## src/rtl/sprite_draw_pkg.sv

```systemverilog
// Shared encodings for the sprite draw engine: command modes, FSM states,
// screen geometry and the transparent colour key.
package sprite_draw_pkg;

    localparam logic [1:0] MODE_DRAW  = 2'b00;
    localparam logic [1:0] MODE_ERASE = 2'b01;
    localparam logic [1:0] MODE_CLEAR = 2'b10;
    localparam logic [1:0] MODE_RSVD  = 2'b11;

    typedef enum logic [1:0] {
        ST_IDLE,
        ST_SCAN,
        ST_FLUSH,
        ST_DONE
    } state_e;

    localparam int SCREEN_W = 320;
    localparam int SCREEN_H = 240;

    // All-ones key; sliced down to the colour width where it is compared.
    localparam logic [31:0] TRANSP_KEY = '1;

endpackage

```

## src/rtl/sprite_scan_counter.sv

```systemverilog
// Row-major 2-D scan counter: cx runs 0..cx_max_i (inner), cy 0..cy_max_i
// (outer). last_o flags the final coordinate of the rectangle.
module sprite_scan_counter #(
    parameter int CX_W = 9,
    parameter int CY_W = 8
) (
    input  logic            clk,
    input  logic            reset,
    input  logic            clr_i,
    input  logic            en_i,
    input  logic [CX_W-1:0] cx_max_i,
    input  logic [CY_W-1:0] cy_max_i,
    output logic [CX_W-1:0] cx_o,
    output logic [CY_W-1:0] cy_o,
    output logic            last_o
);

    logic [CX_W-1:0] cx_q, cx_d;
    logic [CY_W-1:0] cy_q, cy_d;

    // Next coordinate: clear wins, otherwise step and wrap at the limits.
    always_comb begin
        cx_d = cx_q;
        cy_d = cy_q;
        if (clr_i) begin
            cx_d = '0;
            cy_d = '0;
        end else if (en_i) begin
            if (cx_q == cx_max_i) begin
                cx_d = '0;
                cy_d = (cy_q == cy_max_i) ? '0 : cy_q + 1'b1;
            end else begin
                cx_d = cx_q + 1'b1;
            end
        end
    end

    // Coordinate registers.
    always_ff @(posedge clk or negedge reset) begin
        if (!reset) begin
            cx_q <= '0;
            cy_q <= '0;
        end else begin
            cx_q <= cx_d;
            cy_q <= cy_d;
        end
    end

    assign cx_o   = cx_q;
    assign cy_o   = cy_q;
    assign last_o = (cx_q == cx_max_i) && (cy_q == cy_max_i);

endmodule

```

## src/rtl/sprite_draw_engine.sv

```systemverilog
// Sprite draw / erase / clear engine feeding a VGA pixel-write port.
// One pixel per cycle; pixel outputs trail the ROM address by one cycle to
// match the synchronous sprite ROM. Build option SPRITE_TRANSPARENCY_EN
// suppresses plotting of all-ones draw pixels.
module sprite_draw_engine
    import sprite_draw_pkg::*;
#(
    parameter int N_SPR    = 4,
    parameter int SPR_W    = 16,
    parameter int SPR_H    = 16,
    parameter int COLOUR_W = 15,
    parameter logic [COLOUR_W-1:0] BG_COLOUR = '0,
    localparam int IDW = $clog2(N_SPR),
    localparam int AW  = $clog2(N_SPR*SPR_W*SPR_H)
) (
    input  logic                clk,
    input  logic                reset,
    input  logic                start,
    input  logic [1:0]          mode,
    input  logic [IDW-1:0]      spr_id,
    input  logic [8:0]          loc_x,
    input  logic [7:0]          loc_y,
    output logic [AW-1:0]       rom_addr,
    input  logic [COLOUR_W-1:0] rom_data,
    output logic [8:0]          X,
    output logic [7:0]          Y,
    output logic [COLOUR_W-1:0] colour,
    output logic                plot,
    output logic                busy,
    output logic                done
);

    state_e         state_q, state_d;
    logic [1:0]     mode_q, mode_d;
    logic [IDW-1:0] spr_q, spr_d;
    logic [8:0]     lx_q, lx_d;
    logic [7:0]     ly_q, ly_d;
    logic           pv_q, pv_d;
    logic [9:0]     px_q, px_d;
    logic [8:0]     py_q, py_d;

    logic       accept;
    logic       last;
    logic [8:0] cx, cx_max;
    logic [7:0] cy, cy_max;
    logic       in_screen, is_draw, transp;

    assign cx_max = (mode_q == MODE_CLEAR) ? 9'(SCREEN_W-1) : 9'(SPR_W-1);
    assign cy_max = (mode_q == MODE_CLEAR) ? 8'(SCREEN_H-1) : 8'(SPR_H-1);

    sprite_scan_counter #(.CX_W(9), .CY_W(8)) u_scan (
        .clk      (clk),
        .reset    (reset),
        .clr_i    (accept),
        .en_i     (state_q == ST_SCAN),
        .cx_max_i (cx_max),
        .cy_max_i (cy_max),
        .cx_o     (cx),
        .cy_o     (cy),
        .last_o   (last)
    );

    // Command FSM: accept in IDLE only, scan, flush the pipelined pixel, pulse done.
    always_comb begin
        state_d = state_q;
        mode_d  = mode_q;
        spr_d   = spr_q;
        lx_d    = lx_q;
        ly_d    = ly_q;
        accept  = 1'b0;
        busy    = 1'b0;
        done    = 1'b0;
        case (state_q)
            ST_IDLE: begin
                if (start && mode != MODE_RSVD) begin
                    accept  = 1'b1;
                    state_d = ST_SCAN;
                    mode_d  = mode;
                    spr_d   = spr_id;
                    lx_d    = (mode == MODE_CLEAR) ? 9'd0 : loc_x;
                    ly_d    = (mode == MODE_CLEAR) ? 8'd0 : loc_y;
                end
            end
            ST_SCAN: begin
                busy = 1'b1;
                if (last) state_d = ST_FLUSH;
            end
            ST_FLUSH: begin
                busy    = 1'b1;
                state_d = ST_DONE;
            end
            ST_DONE: begin
                done    = 1'b1;
                state_d = ST_IDLE;
            end
            default: state_d = ST_IDLE;
        endcase
    end

    // Pixel stage: screen coordinates one bit wider so off-screen sums never wrap.
    always_comb begin
        pv_d = (state_q == ST_SCAN);
        px_d = pv_d ? ({1'b0, lx_q} + {1'b0, cx}) : px_q;
        py_d = pv_d ? ({1'b0, ly_q} + {1'b0, cy}) : py_q;
    end

    // State, latched command and pixel-stage registers.
    always_ff @(posedge clk or negedge reset) begin
        if (!reset) begin
            state_q <= ST_IDLE;
            mode_q  <= MODE_DRAW;
            spr_q   <= '0;
            lx_q    <= '0;
            ly_q    <= '0;
            pv_q    <= 1'b0;
            px_q    <= '0;
            py_q    <= '0;
        end else begin
            state_q <= state_d;
            mode_q  <= mode_d;
            spr_q   <= spr_d;
            lx_q    <= lx_d;
            ly_q    <= ly_d;
            pv_q    <= pv_d;
            px_q    <= px_d;
            py_q    <= py_d;
        end
    end

    assign rom_addr = AW'(spr_q) * AW'(SPR_W*SPR_H) + AW'(cy) * AW'(SPR_W) + AW'(cx);

    assign is_draw   = (mode_q == MODE_DRAW);
    assign in_screen = (px_q < 10'(SCREEN_W)) && (py_q < 9'(SCREEN_H));

`ifdef SPRITE_TRANSPARENCY_EN
    assign transp = is_draw && (rom_data == TRANSP_KEY[COLOUR_W-1:0]);
`else
    assign transp = 1'b0;
`endif

    assign plot   = pv_q && in_screen && !transp;
    assign colour = !pv_q ? '0 : (is_draw ? rom_data : BG_COLOUR);
    assign X      = px_q[8:0];
    assign Y      = py_q[7:0];

endmodule

```

## config.mk

```make
export PLATFORM = sky130hd
export DESIGN_NAME = sprite_draw_engine
export DESIGN_NICKNAME = d
export VERILOG_FILES = /design/src/rtl/sprite_draw_pkg.sv /design/src/rtl/sprite_scan_counter.sv /design/src/rtl/sprite_draw_engine.sv
export SDC_FILE = /design/constraint.sdc
export NUM_CORES = 1
export LEC_CHECK = 0
export CAP_MARGIN = 10
export CORE_MARGIN = 4
export CORE_UTILIZATION = 47
export CTS_CLUSTER_DIAMETER = 50
export CTS_CLUSTER_SIZE = 8
export DETAILED_ROUTE_END_ITERATION = 10
export PLACE_DENSITY = 0.78
export SLEW_MARGIN = 20
export SYNTH_ARGS = -nofsm -noshare
export SYNTH_HDL_FRONTEND = slang
export SYNTH_SLANG_ARGS = --single-unit
```

## constraint.sdc

```tcl
create_clock -name clk -period 2.2 [get_ports clk]
set_input_delay 0.22 -clock clk [delete_from_list [all_inputs] [get_ports clk]]
set_output_delay 0.22 -clock clk [all_outputs]
set_load 0.03 [all_outputs]
```

* After elaboration in Yosys (flattened, before gate mapping) *
Cells that the tools add are included.
Widths: inputs -> output; s select.

word-level totals
  bits of input ports = 39
  memories = 0
  ROM bits = 0
  flip-flop bits (word level) = 60
  memory bits (writable) = 0
  bits in latches = 0
  logic and storage cells = 60
  output and inout port bits = 45

operators by class
  mux-type cells = 20
  add/subtract/negate cells = 6
  reductions and logical operators = 12
  equality and inequality tests = 10
  bitwise gates (word level) = 0
  $mul = 0
  $lt $le $gt $ge = 2
  divide/modulo/power cells = 0
  shift-type cells = 0

operators with widths
  cell                 count
  $mux 8               6
  $mux 9               5
  $mux 15              2
  $add 10x10->10       1
  $add 10x9->10        1
  $add 9x9->10         1
  $lt 10x9->1 const B  1
  $add 8x8->9          1
  $add 9x1->9 const B  1
  $eq 9x9->1           1
  $lt 9x8->1 const B   1
  $add 8x1->8 const B  1
  $eq 2x2->1 const B   4
  $eq 8x8->1           1
  $pmux 2 s4           1
  $reduce_and 2->1     3
  $logic_and 1x1->1    4
  $logic_not 2->1      2
  $mux 1               4
  $mux 2               2
  $ne 2x2->1 const B   2
  $reduce_bool 2->1    2
  $eq 2x1->1 const B   1
  $ne 2x1->1 const B   1
  $reduce_or 2->1      1

* Longest topological paths before layout *
  word-level depth = 7
  gate-level depth with buffers = 8
  depth with buffers taken out = 8

* Hierarchy *
Synthesis repeated with hierarchy kept, for this count alone.

second synthesis, totals
  cell total of the unflattened synthesis = 435
  area, all modules = 4115.2 µm²

modules (own cells, without submodules)
  module               seq. area each (µm²)  times used  area each (µm²)  cells each
  sprite_draw_engine   1076.0                1           2957.8           312
  sprite_scan_counter  425.4                 1           1157.4           123

* Worst setup path after synthesis *
OpenSTA, ideal clock, no wires.

  kind = reg-to-output
  start = register u_scan.cy_q[1], in the netlist u_scan.cy_o[1]
  end = output rom_addr[9]
  data required time = 1.980 ns
  cell stages (with the launch flop) = 9
  slack = -0.111 ns
  buffers on the path = 0
  data arrival time = 2.091 ns
  cells stage by stage = dfrtp_1 ha_1 ha_1 inv_1 fa_1 inv_1 a21o_1 a21oi_1 xnor2_1

between the ends
  cells in the longest elaborated chain, start to end = 2

ends and longest elaborated chain
  item                    line                       text
  start, declared         sprite_scan_counter.sv:19  logic [CY_W-1:0] cy_q, cy_d;
  start signal, assigned  sprite_scan_counter.sv:45  cy_q <= cy_d;
  $add 10x10->10          sprite_draw_engine.sv:130  assign rom_addr = AW'(spr_q) * AW'(SPR_W*SPR_H) + AW'(cy) * AW'(SPR_W) + AW'(cx);
  $add 10x9->10           sprite_draw_engine.sv:130
  end, declared           sprite_draw_engine.sv:23   output logic [AW-1:0] rom_addr,

No other way between the ends.

* Worst setup path in the final report *
  start = register u_scan.cy_q[0], in the netlist u_scan.cy_o[0]
  end = output rom_addr[9]

The elaborated chain is that of the path after synthesis.

==> run metrics <==
fin util 0.6613; layout cells sized above 1 0.2100; number of synthesized flops with an enable pin 0; crit path DAT 2.12 ns; core area a little under 8000 um2; number of global-route vias before repair 3,386; crit path capture type output pin; DR iter-0 viols roughly 220; gp weighted congestion approximately 0.87; non-filler instance count after layout 621; Leak roughly 2.5 nW; gr usage total 0.2068; total power 2.606 mW; CP top delay family adder cells; Synth warnings 0; synth unique cells 50; largest net degree at the start of global routing between 60 and 70; Max Freq about 0.43 GHz; worst slew pin tran roughly 0.65 ns; Worst Clk Skew 0.007390 ns; PnR worst setup slack -0.1351 ns; mapped cell area 3892 um2; global-route wire length before repair roughly 16 mm; DP Worst Slack between 0.003 and 0.004 ns; RSZ-0062 raised after global routing true; H-Tree Depth 3; Clk Tree Root Cell clkbuf_8; CTS tree yes; final hold vios 0; final hold slack 0.4118 ns; worst setup path end rom_addr[9]; Skew-Pair Late Insertion Delay 0.34 ns; initial antenna violation count 0; Final Cycle Share 1.061; FFs w/ async S/R, synth 1.000; Die Footprint a little under 10,000 um2; Final #Nets about 590; row count 32; CP Max Fanout 2; diode count 0; failing checks setup timing; DP HPWL roughly 7.3 mm; Post-Synthesis Net Count approximately 500; worst path bufs/invs 4; Vias/cell 5.535; vias about 3,400; Top Ports 84; reg-to-reg endpoint u_scan.cy_o[3]$_DFFE_PN0P_; Post-Route WL 10.05 mm; clk buf depth 2; worst min path class in -> reg; GR Overflow Total 0; critical setup path kind reg -> out; post-placement cell count between 500 and 600; flops & latches, synth 60; IO Port Bufs 83; cells after synthesis approximately 420; maximum VDD drop about 0.33 mV; Placed Area between 4000 and 5000 um2; Synth-to-Final Area Change 34.01%; CP Data Required Time roughly 2 ns; Reg clk slew, reported paths 0.07 ns; routed length per placed instance roughly 16 um; Die Span Y roughly 99 um; Reg2Reg Depth 8; Die Width about 100 um; Seq/Total Area, Yosys 0.3857; post-layout min period approximately 2.3 ns; DRC viols 0; setup slack, reg-to-reg roughly 0.050 ns; initial core utilization 0.4935; Clock Sinks 60; Critical R2R Launch u_scan.cx_o[5]$_DFFE_PN0P_; number of max-cap violations 0; total stage count of the critical path 10; post-route cell area ~5200 um2; Slew Limit Fails 0; Critical path origin u_scan.cy_o[0]$_DFFE_PN0P_; Post-DRT Antenna Nets 0; PD cells between 400 and 500 nW/um2; Final setup viols 2; slowest CP cell dfrtp_1; status finished with violations; worst path cell trace buf_6 > ha_4 > ha_4 > inv_2 > fa_2 > inv_2 > a21o_1 > a21oi_2 > xnor2_2 > buf_6; syn_area_per_cell between 9 and 10 um2; ys flop type dfrtp_1; Total Neg Setup Slack -0.2008 ns; crit-path max cell delay between 0.4 and 0.5 ns; fillcell total ~640; Slew Limit Headroom 0.5640; number of buffers created by CTS 9; CP startpoint kind register; DRT Pass-1 Iters 5
state kept, by name, indices dropped and copies added (netlist names):
name         cells
lx_q             9
ly_q             8
mode_q           2
pv_q             1
px_q            10
py_q             9
spr_q            2
state_q          2
u_scan.cx_o      9
u_scan.cy_o      8
area by class of cell:
type / count / area (um2) / share of cell area
clock buffer: 13 / 168.9 / 0.03238
tap: 102 / 127.6 / 0.02447
timing repair buffer: 116 / 1055 / 0.2022
clock inverter: 3 / 20.02 / 0.003838
inverter: 20 / 75.07 / 0.01439
multi-input combinational: 307 / 2266 / 0.4344
sequential: 60 / 1504 / 0.2883
placed cells by master, fill, tap and decap left out, types with 6 or more instances in the layout:
master | synthesis | final
a211oi_1 | 10 | 8
a21o_1 | 9 | 9
a21oi_1 | 10 | 7
a31oi_1 | 8 | 6
and2_1 | 18 | 17
and3_1 | 6 | 6
buf_4 | 21 | 46
clkbuf_8 | 0 | 12
clkdlybuf4s50_1 | 0 | 62
dfrtp_1 | 60 | 58
ha_1 | 32 | 25
ha_4 | 0 | 7
inv_1 | 20 | 17
mux2_2 | 8 | 8
nand2_1 | 51 | 51
nand3_1 | 28 | 28
nand4_1 | 6 | 6
nor2_1 | 24 | 23
o21ai_0 | 23 | 21
xnor2_1 | 13 | 12
worst min-delay path by stage:
stage | startpoint | end | depth (start not counted)
after floorplan | reset | lx_q[0]$_DFFE_PN0P_ | 0
after global placement | reset | u_scan.cx_o[1]$_DFFE_PN0P_ | 2
after detailed placement | reset | u_scan.cx_o[1]$_DFFE_PN0P_ | 2
after CTS | spr_id[1] | spr_q[1]$_DFFE_PN0P_ | 3
after global routing | spr_id[1] | spr_q[1]$_DFFE_PN0P_ | 3
final | spr_id[1] | spr_q[1]$_DFFE_PN0P_ | 3
cell usage after synthesis, types with 4 or more instances:
cell type  number  share of area
nand3b_1        4         0.0077
and3_1          6         0.0096
o31ai_1         5         0.0096
nand2_1        51          0.049
nor2_1         24          0.023
clkbuf_1        6         0.0058
nor3_1          6         0.0077
and2_1         18          0.029
a211oi_1       10          0.019
inv_1          20          0.019
buf_1           5         0.0048
a21o_1          9          0.017
a31oi_1         8          0.013
nand3_1        28          0.036
o21ai_0        23          0.030
mux2_2          8          0.023
buf_4          21          0.041
a21oi_1        10          0.013
xnor2_1        13          0.029
dfrtp_1        60           0.39
fa_1            4          0.021
nand4_1         6         0.0096
ha_1           32           0.10
or3_1           5         0.0080
report_power, final:
part	internal, mW	switching [mW]	leakage, nW
clock	0.500	0.446	0.0917
combinational	0.230	0.255	1.62
sequential	1.15	0.0281	0.747
total	1.88	0.729	2.46
worst min-delay path, delay by kind of cell:
family,cells,cell delay [ns]
buf+inv,1,0.39
simple gates,2,0.09
timing repair:
item / in CTS / in global routing
setup buffers: 7 / 2
endpoints found under the hold margin: 60 / 0
endpoints found under the setup margin: 6 / 7
pin swaps: 9 / 15
gates resized for setup: 13 / 24
hold buffers: 1 / 0
layer usage:
layer  track usage  wire [um]  up-vias
met4       0.05987        133        0
met2        0.3326       4932      103
li1              -          -     1645
met1        0.2758       4488     1678
met3       0.05308        491       11
met5             0          0        -
cell families (layout without fill, tap and decap cells):
logic type | Yosys count | count (layout) | share of synthesized area
flip-flops | 60 | 60 | 0.3857
adder cells (fa/ha/maj) | 36 | 36 | 0.1234
AO/OA/AOI/OAI | 83 | 83 | 0.1389
XOR/XNOR | 16 | 16 | 0.03600
AND/OR/NAND/NOR | 159 | 159 | 0.2009
multiplexers | 13 | 13 | 0.04050
buffers and inverters | 54 | 152 | 0.07457
Power figures use the tool's default switching activity.
